<file path="src/rtl/serial_sub_ctrl.sv">
// serial_sub_ctrl: bit-serial subtractor controller.
// Steps one 1-bit subtract cell LSB-first over WIDTH enabled cycles to
// produce diff = a - b (mod 2^WIDTH) and the final borrow.
//
// Ports:
//   clk, rst_n   clock, synchronous active-low reset
//   en           clock enable; 0 freezes everything except the DONE->IDLE step
//   start, a, b  request + operands, accepted only in IDLE with en=1
//   busy         high in RUN and DONE
//   done         one-cycle pulse, diff/borrow_out valid
//   diff         registered result
//   borrow_out   registered final borrow (a < b unsigned)
//
// Optional build macro SERIAL_SUB_SAT_EN: on underflow diff loads 0
// (saturating) while borrow_out still reports 1.
module serial_sub_ctrl #(
  parameter int WIDTH = 8
) (
  input  logic             clk,
  input  logic             rst_n,
  input  logic             en,
  input  logic             start,
  input  logic [WIDTH-1:0] a,
  input  logic [WIDTH-1:0] b,
  output logic             busy,
  output logic             done,
  output logic [WIDTH-1:0] diff,
  output logic             borrow_out
);

  localparam int CW = $clog2(WIDTH);

  typedef enum logic [1:0] {IDLE, RUN, DONE} state_t;

  state_t           state, state_nxt;
  logic [WIDTH-1:0] sa, sb, sr;
  logic [CW-1:0]    cnt;
  logic             brw;

  logic             ai, bi, d, bout, last, accept, step;
  logic [WIDTH-1:0] res_nxt, diff_ld;

  // Subtract cell and control strobes
  always_comb begin
    ai      = sa[0];
    bi      = sb[0];
    d       = ai ^ bi ^ brw;
    // two cascaded half-subtract stages
    bout    = (~ai & bi) | (~(ai ^ bi) & brw);
    last    = (cnt == CW'(WIDTH - 1));
    accept  = (state == IDLE) && en && start;
    step    = (state == RUN) && en;
    res_nxt = {d, sr[WIDTH-1:1]};
`ifdef SERIAL_SUB_SAT_EN
    diff_ld = bout ? '0 : res_nxt;
`else
    diff_ld = res_nxt;
`endif
  end

  // Next state and outputs
  always_comb begin
    state_nxt = state;
    busy      = (state != IDLE);
    done      = (state == DONE);
    case (state)
      IDLE:    if (accept)      state_nxt = RUN;
      RUN:     if (en && last)  state_nxt = DONE;
      DONE:                     state_nxt = IDLE;  // independent of en
      default:                  state_nxt = IDLE;
    endcase
  end

  always_ff @(posedge clk) begin
    if (!rst_n) state <= IDLE;
    else        state <= state_nxt;
  end

  // Datapath: shift registers, borrow, counter, result registers
  always_ff @(posedge clk) begin
    if (!rst_n) begin
      sa         <= '0;
      sb         <= '0;
      sr         <= '0;
      cnt        <= '0;
      brw        <= 1'b0;
      diff       <= '0;
      borrow_out <= 1'b0;
    end else if (accept) begin
      sa  <= a;
      sb  <= b;
      brw <= 1'b0;
      cnt <= '0;
    end else if (step) begin
      sa  <= sa >> 1;
      sb  <= sb >> 1;
      sr  <= res_nxt;
      brw <= bout;
      cnt <= cnt + 1'b1;
      if (last) begin
        diff       <= diff_ld;
        borrow_out <= bout;
      end
    end
  end

endmodule

</file>
<file path="config.mk">
export PLATFORM = sky130hd
export DESIGN_NAME = serial_sub_ctrl
export DESIGN_NICKNAME = d
export VERILOG_FILES = /design/src/rtl/serial_sub_ctrl.sv
export SDC_FILE = /design/constraint.sdc
export NUM_CORES = 1
export LEC_CHECK = 0
export CORE_ASPECT_RATIO = 1.4
export CORE_UTILIZATION = 30
export CTS_CLUSTER_DIAMETER = 30
export DETAILED_ROUTE_END_ITERATION = 8
export MAX_ROUTING_LAYER = met4
export SLEW_MARGIN = 0
export SYNTH_ARGS = -nofsm -noshare
export SYNTH_HDL_FRONTEND = slang
export SYNTH_SLANG_ARGS = --single-unit
export TNS_END_PERCENT = 100
</file>
<file path="constraint.sdc">
create_clock -name clk -period 1.9 [get_ports clk]
set_clock_uncertainty 0.05 [all_clocks]
set_input_delay 0.19 -clock clk [delete_from_list [all_inputs] [get_ports clk]]
set_output_delay 0.19 -clock clk [all_outputs]
set_load 0.01 [all_outputs]
</file>
; ---- Word level (Yosys, flattened, before mapping)
; Index checks and enable logic that the tools add are counted.
[word_totals]
register_bits = 39
input_bits = 20
output_inout_bits = 11
elab_cells = 41
[op_classes]
addsub = 1
n_eq_ne = 5
mux = 7
bitwise = 9
reduce_logical = 11
[op_table]
columns = op, count
row1 = two-way mux 8 bit, 4
row2 = logical AND 1 bit, 4
row3 = two-way mux 2 bit, 2
row4 = NOT 1 bit, 4
row5 = one-hot mux 2 bit (2 select lines), 1
row6 = AND reduction 2 bit, 2
row7 = nonzero test 2 bit, 2
row8 = adder 3 x 1 -> 3 bit (second input constant), 1
row9 = equality test 3 bit (second input constant), 1
row10 = AND reduction 3 bit, 1
row11 = AND 1 bit, 2
row12 = equality test 2 x 1 -> 1 bit (second input constant), 1
row13 = equality test 2 bit (second input constant), 1
row14 = zero test 2 bit, 1
row15 = != test 2 x 1 -> 1 bit (second input constant), 1
row16 = != test 2 bit (second input constant), 1
row17 = OR reduction 2 bit, 1
row18 = bitwise XOR 1 bit, 2
row19 = bitwise OR 1 bit, 1

; ---- Depth between registers and ports, before layout
; Gate-level depths: netlist of run 1.
[depth]
depth_word = 5
mapped_depth = 6

; ---- Worst setup path after synthesis of run 1
; OpenSTA, ideal clock, no wires.
[synth_timing]
path_kind = register to register
from = register cnt[0]
to = register borrow_out
arrival_time_ns = 1.215
t_required_ns = 1.734
slack_ns = 0.519
stages_incl_launch_ff = 6
synth_period_minus_slack_ns = 1.381
cell_sequence = dfxtp_1 -> ha_1 -> ha_1 -> and4b_1 -> buf_4 -> o211a_1
[synth_via]
elab_chain_cells = 2
[synth_rtl]
columns = item, line_no
row1 = "start, declared", 37  ; logic [CW-1:0] cnt;
row2 = "start signal, assigned", 99  ; cnt <= cnt + 1'b1;
row3 = equality test 3 bit, 50  ; last = (cnt == CW'(WIDTH - 1));
row4 = AND reduction 3 bit (no source line), -
row5 = "end signal, assigned", 102  ; borrow_out <= bout;
row6 = "end, declared", 28  ; output logic borrow_out
; Every way passes these cells.
; A chain may end at the register's enable or synchronous reset.

; ---- Worst setup path in the final report of run 1
[layout_timing]
from = register state[1]
to = output busy
[layout_via]
elab_chain_cells = 1
[layout_rtl]
columns = item, line_no
row1 = "start, declared", 35  ; state_t state, state_nxt;
row2 = "start signal, assigned", 76  ; else state <= state_nxt;
row3 = nonzero test 2 bit, 64  ; busy = (state != IDLE);
row4 = "end, declared", 25  ; output logic busy,
; Every way passes these cells.

==> results of run 1 <==
-- flip-flops by register name, summed over array words and instances, names as in the netlist --
| register | flops |
|---|---|
| sr | 7 |
| sb | 8 |
| diff | 8 |
| brw | 1 |
| cnt | 3 |
| borrow_out | 1 |
| state | 2 |
| sa | 8 |
-- cells in the mapped netlist --
cell type	n
buf_4	4
and4b_1	1
o211a_1	1
clkbuf_1	2
inv_1	2
or2_2	1
a21boi_0	15
ha_1	2
and3b_1	2
and4bb_1	1
dfxtp_1	38
nand3b_2	1
nand4_1	2
nor2b_1	1
o211ai_1	2
o221ai_1	8
buf_2	3
nand2_2	1
xnor2_1	1
nand2_1	51
nand4bb_1	1
nand3_1	12
fa_1	1
and2_1	1
a21oi_1	11
buf_6	5
o21ai_0	6
clkbuf_2	1
a211oi_2	1
nor3b_1	1
nor2_1	2
nand4b_1	1
-- worst register-to-register path: stages, from the launching register on --
cell and delay [ps]:
dfxtp_1 360, ha_1 160, ha_1 190, and4b_1 440, nand2_1 100, o211a_1 130
-- kinds of logic (layout without fill, tap and decap cells) --
family / count (synthesis) / in the layout
AOI/OAI and AO/OA: 44 / 44
DFF: 38 / 38
adders and majority gates: 3 / 3
buffers and inverters: 17 / 47
xor gates and xnor gates: 1 / 1
and+or+nand+nor: 79 / 79
-- metal layers --
metal	vias to the layer above	GRT usage [%]	wire length, microns
met5	-	-	0
met4	0	6.82	50
met3	5	3.09	89
met2	21	22.1	1570
met1	599	14.6	1390
li1	687	-	-
-- final cells by class --
cell class | instances | area [sq um] | area share, %
clock inverter | 2 | 60.1 | 2.89
timing repair buffer | 37 | 353 | 17.0
tap | 66 | 82.6 | 3.97
clock buffer | 6 | 82.6 | 3.97
multi-input combinational | 127 | 734 | 35.3
inverter | 2 | 7.51 | 0.361
sequential | 38 | 761 | 36.6
-- per-stage QoR --
| step | util (%) | setup WS [ps] |
|---|---|---|
| 3_5_place_dp | 37.3 | 144 |
| 4_1_cts | 40.0 | 201 |
| 6_report | 40.0 | 212 |
| 2_1_floorplan | - | 519 |
| 3_3_place_gp | 37.3 | 187 |
| 5_1_grt | 40.0 | 135 |
-- worst max path at each step --
| stage | endpoint | slack, ps | cells past startpoint |
|---|---|---|---|
| 2_1_floorplan | borrow_out$_SDFFE_PN0P_ | 520 | 5 |
| 3_5_place_dp | sa[6]$_SDFFE_PN0P_ | 140 | 4 |
| 5_1_grt | busy | 140 | 2 |
| 4_1_cts | busy | 200 | 2 |
| 3_3_place_gp | sa[6]$_SDFFE_PN0P_ | 190 | 4 |
| 6_report | busy | 210 | 2 |
-- power groups by stage --
stage          sequential, uW  combinational [uW]  clock, uW
6_report                  832                 148        842
5_1_grt                   835                 168        896
4_1_cts                   832                 151        863
3_5_place_dp              851                 151          0
3_3_place_gp              850                 149          0
2_1_floorplan             846                 100          0
==> metrics.txt, run 1 <==
highest-count cells in the layout ignoring fill and taps=nand2_1, dfxtp_1, clkdlybuf4s50_1; power share of the combinational group=around 8.1%; number of antenna violations at the first check in global routing=0; dominant cells by area after synthesis=dfxtp_1, nand2_1, a21boi_0; status=complete, no violations; cts repair resizes=0; cell area after synthesis=about 1600 sq um; Worst R2R Start=cnt[0]$_SDFFE_PP0P_; CP max stage cell=clkdlybuf4s50_1; setup slack of the most critical reg-to-reg path=370 ps; area of all placed cells without fillers=2080 sq um; number of setup buffers added after CTS=0; switching part of the total=~20%; RSZ-0062 raised after global routing=false; max-slew violation count=0; width of the die=around 64 microns; Pre-antenna DRT Iters=4; Worst Hold End=sb[1]$_SDFFE_PN0P_; peak ir drop on the vdd network=0.000444 V; DRC errors left=0; via count=approximately 1300; total wirelength of the detailed-routed design=3110 microns; Antenna Violating Nets Remaining=0; number of H-tree levels=2; count of non-filler cells in the finished layout=approximately 280; minimum clock period=1690 ps; total half-perimeter wirelength after legalization and detailed placement=approximately 2200 microns; worst min-delay path startpoint=sb[1]$_SDFFE_PN0P_; max cap viols=0; final worst-path cycle share=approximately nine tenths; end of the worst register-to-register path=borrow_out$_SDFFE_PN0P_; Clock transition at path regs=approximately 70 ps; complex-gate fraction of the synthesized area=between 10% and 20%; height of the chip=roughly 89 microns; hold buffers post-CTS=0; portion of the post-synthesis area used by sequential elements=between 40% and 50%; most common library cell in the layout ignoring fill and taps=nand2_1; critical path endpoint category=primary output; worst hold margin=between 400 and 500 ps; total nets after synthesis=205; net switching power=365 uW; die area=~5700 sq um; Static Leak=0.000732 uW; Worst path top cell family by delay=buffers and inverters; average routed wire per standard cell=11.2 microns; data arrival time at the worst-slack endpoint=roughly 1500 ps; Initial Utilization=a little under a third; aggregate global routing overflow=0; critical path class=flop to primary output; TritonCTS buffer count=5; Placed Area=~1900 sq um; cell count after placement=between 200 and 300; via count of the first global-routing pass=1239; TritonCTS clock tree=built; final weighted congestion in routability-driven placement=around 0.71; start point of the critical path=state[1]$_SDFFE_PN0P_; count of buffers from port buffering=30; final setup violating endpoints=0; maximum number of pins on one net before global-route repair=20; total power=1820 uW; portion of synthesized cell area occupied by the leading cell type=between 40% and 50%; worst path cell trace=or2_2 -> clkdlybuf4s50_1; #FFs+latches synth=38; Post-Synth Adder-Cell Area=2.79%; area share of and/or/nand/nor cells after synthesis=between 20% and 30%; Core Area=~5200 sq um; fraction of synthesized cell area in xor and xnor cells=less than 1%; Critical Path Source Type=flop; global-route wire length before repair=~5600 microns; standard-cell row count=31; number of design-rule violations left by the first detailed-router iteration=56; maximum single-stage delay on the critical path=roughly 480 ps; clock root cell=clkbuf_8; final hold viol count=0; multiplexer share of the synthesized area=0%; power density cells=876 nW/um^2; worst-margin pin slew=378 ps; cells after synthesis=~180; Ports=31; class of the tightest hold or removal check=flop to flop; CP bufs+invs=1; Slew HR=around 75%; top cell type by total area after synthesis=dfxtp_1; ANT cells=0; Post-Synthesis Mean Instance Area=approximately 8.9 sq um; clock sink count=38; fraction of final layout cells with drive strength greater than 1=~9.0%; main combinational cell family by area after synthesis=simple AND/OR/NAND/NOR gates; Clock power frac=between 40% and 50%; Layout Area Growth over Synthesis=28.7%; worst-skew pair later-pin latency=slightly below 300 ps; hold path cells=2; top fanout value on the critical path=9; number of warnings reported in the yosys synthesis log=0; cell internal pwr=~1500 uW; sequential share of power=between 40% and 50%; CP required=1660 ps; overall fraction of global-route tracks in use=approximately an eighth; nets=roughly 230; achievable frequency=around 590 MHz; vias per inst=~4.7; cell count of the worst reg-to-reg path=5; fill cell instance count of the final layout=570; Total Negative Setup Slacks=0 ps; maximum clock insertion buffer count=2; number of distinct library cell variants in the gate-level netlist after synthesis=32
(Power assumes the default switching activity.)
==> run 2: changes to the inputs <==
SKIP_LAST_GASP = 1   (was not set)
clock period = 1.55 ns   (was 1.9 ns; I/O delays follow)
==> run 2 against run 1 <==
Effect of this change: non-clock buffer count grew 7; highest routed layer unchanged; clock power shrank 26%; largest power group is now sequential cells; first-iteration DRC count shrank 29%; combinational power grew 34%; critical endpoint is now borrow_out$_SDFFE_PN0P_.
==> metrics.txt, run 2 (synthesized netlist as in run 1, its figures left out) <==
class of the tightest hold or removal check=input port to flop; maximum number of pins on one net before global-route repair=18 (-10%); Slew HR=86.8% (+12 points); height of the chip=88.9 microns (unchanged); achievable frequency=just over 700 MHz; CP bufs+invs=1 (unchanged); final worst-path cycle share=around nine tenths; data arrival time at the worst-slack endpoint=1540 ps (+90 ps); Core Area=5200 sq um (unchanged); Initial Utilization=31.1% (unchanged); critical path class=flop to flop; ANT cells=0 (unchanged); met1 track demand over resource in global routing=13.5% (-1.2 points); average routed wire per standard cell=11.2 microns (+0.38%); total wirelength of the detailed-routed design=3190 microns (+2.5%); Static Leak=0.000748 uW (+2.2%); Clock transition at path regs=70 ps (about the same); area taken by flip-flops and latches=763 sq um (+0.33%); max cap viols=0 (unchanged); aggregate global routing overflow=0 (unchanged); number of design-rule violations left by the first detailed-router iteration=40 (-29%); Antenna Violating Nets Remaining=0 (unchanged); Ports=31 (unchanged); via count=1343 (+2.4%); final weighted congestion in routability-driven placement=0.729 (+2.4%); worst path cell trace=ha_1 -> ha_1 -> and4b_1 -> buf_4 -> o211a_1; top fanout value on the critical path=3 (-6); highest-count cells in the layout ignoring fill and taps=nand2_1, dfxtp_1, clkdlybuf4s50_1; peak ir drop on the vdd network=0.000467 V (+5.1%); final setup violating endpoints=0 (unchanged); final hold viol count=0 (unchanged); routing layer with the top usage in global route=met2; clock root cell=clkbuf_8; status=complete, no violations; vias per inst=4.73 (+0.20%); total half-perimeter wirelength after legalization and detailed placement=2290 microns (+2.8%); CP required=1680 ps (+20 ps); cell count after placement=277 (+2.6%); DRC errors left=0 (unchanged); maximum single-stage delay on the critical path=320 ps (-160 ps); clock sink count=38 (unchanged); met2 demand-to-capacity share in global routing=23.3% (+1.3 points); count of buffers from port buffering=30 (unchanged); TritonCTS clock tree=built; number of antenna violations at the first check in global routing=0 (unchanged); Critical Path Source Type=flop; die area=5690 sq um (unchanged); CP dominant cell by count=ha_1; worst-skew pair later-pin latency=280 ps (about the same); hold path cells=3 (+1); global-route wire length before repair=5580 microns (-0.13%); number of H-tree levels=2 (unchanged); via count of the first global-routing pass=1266 (+2.2%); fill cell instance count of the final layout=560 (-1.8%); total power=1840 uW (+1.2%); nets=241 (+3.0%); max-slew violation count=0 (unchanged); CP max stage cell=dfxtp_1; worst-margin pin slew=198 ps (-180 ps); largest registers=diff x8, sa x8, sb x8; cell count along the critical path=5 (+3); met3 track utilization from global routing=4.51% (+1.4 points); power density cells=882 nW/um^2 (+0.69%); final design utilization=40.3% (+0.22 points); fraction of final layout cells with drive strength greater than 1=11.5% (+2.5 points); Layout Area Growth over Synthesis=29.4%; worst hold margin=404 ps (+0.0580 ps); Worst path top cell family by delay=adder cells; critical path endpoint category=flop; RSZ-0062 raised after global routing=false; width of the die=64.0 microns (unchanged); TritonCTS buffer count=5 (unchanged); cell count of the worst reg-to-reg path=5 (unchanged); multi-input combinational cell area=734 sq um (unchanged); standard-cell row count=31 (unchanged); count of non-filler cells in the finished layout=284 (+2.2%); most common library cell in the layout ignoring fill and taps=nand2_1; maximum clock insertion buffer count=2 (unchanged); minimum clock period=between 1000 and 1500 ps; Pre-antenna DRT Iters=4 (unchanged); overall fraction of global-route tracks in use=13.2% (about the same)
run 2: cell count changes in the layout (fill, tap and decap cells not counted), sizes merged:
cell,change
buf,+7
bufinv,-2
clkdlybuf4s50,-2
dlygate4sd2,+2
clkbuf,+1
run 2: timing repair:
| item | 4_1_cts | 5_1_grt |
|---|---|---|
| setup buffers | 0 | 0 |
| gates resized for setup | 4 | 0 |
| hold buffers | 0 | 0 |
| setup endpoints to repair | 2 | 0 |
run 2: final timing paths:
check	slack, ps	start	end
hold reg to reg	410	sb[0]$_SDFFE_PN0P_	sb[0]$_SDFFE_PN0P_
setup / recovery	140	cnt[0]$_SDFFE_PP0P_	borrow_out$_SDFFE_PN0P_
setup reg to reg	140	cnt[0]$_SDFFE_PP0P_	borrow_out$_SDFFE_PN0P_
hold / removal	400	b[7]	sb[7]$_SDFFE_PN0P_
run 2: layer usage:
metal / routed length, microns / share of wire [%] / up-vias
li1: - / - / 698
met1: 1390 / 44 / 617
met2: 1620 / 51 / 22
met3: 124 / 3.9 / 6
met4: 51 / 1.6 / 0
met5: 0 / 0 / -
run 2: stage by stage:
stage	TNS (ps)	instance area (sq um)	setup WS [ps]
3_3_place_gp	-2.04	2020	-2.04
2_1_floorplan	0	1620	169
3_5_place_dp	-44.0	2020	-15.3
4_1_cts	0	2090	112
5_1_grt	0	2090	7.96
6_report	0	2090	137
run 2: where the power goes:
group          leakage [uW]  switching [uW]  internal [uW]
Combinational      0.000400            91.9            107
Sequential         0.000309            15.3           1010
Clock             0.0000383             315            309
Total              0.000748             422           1420
run 2: area by class of cell:
cell class	count	area share, %
Timing Repair Buffer	44	20.5
Inverter	2	0.359
Clock buffer	7	3.65
Sequential cell	38	36.5
Multi-Input combinational cell	127	35.1
Tap cell	66	3.95
run 2: worst reg2reg max path, cell delays in order (launching register included):
cell     delay, ps
dfxtp_1        320
ha_1           190
ha_1           210
and4b_1        210
buf_4          140
o211a_1        190
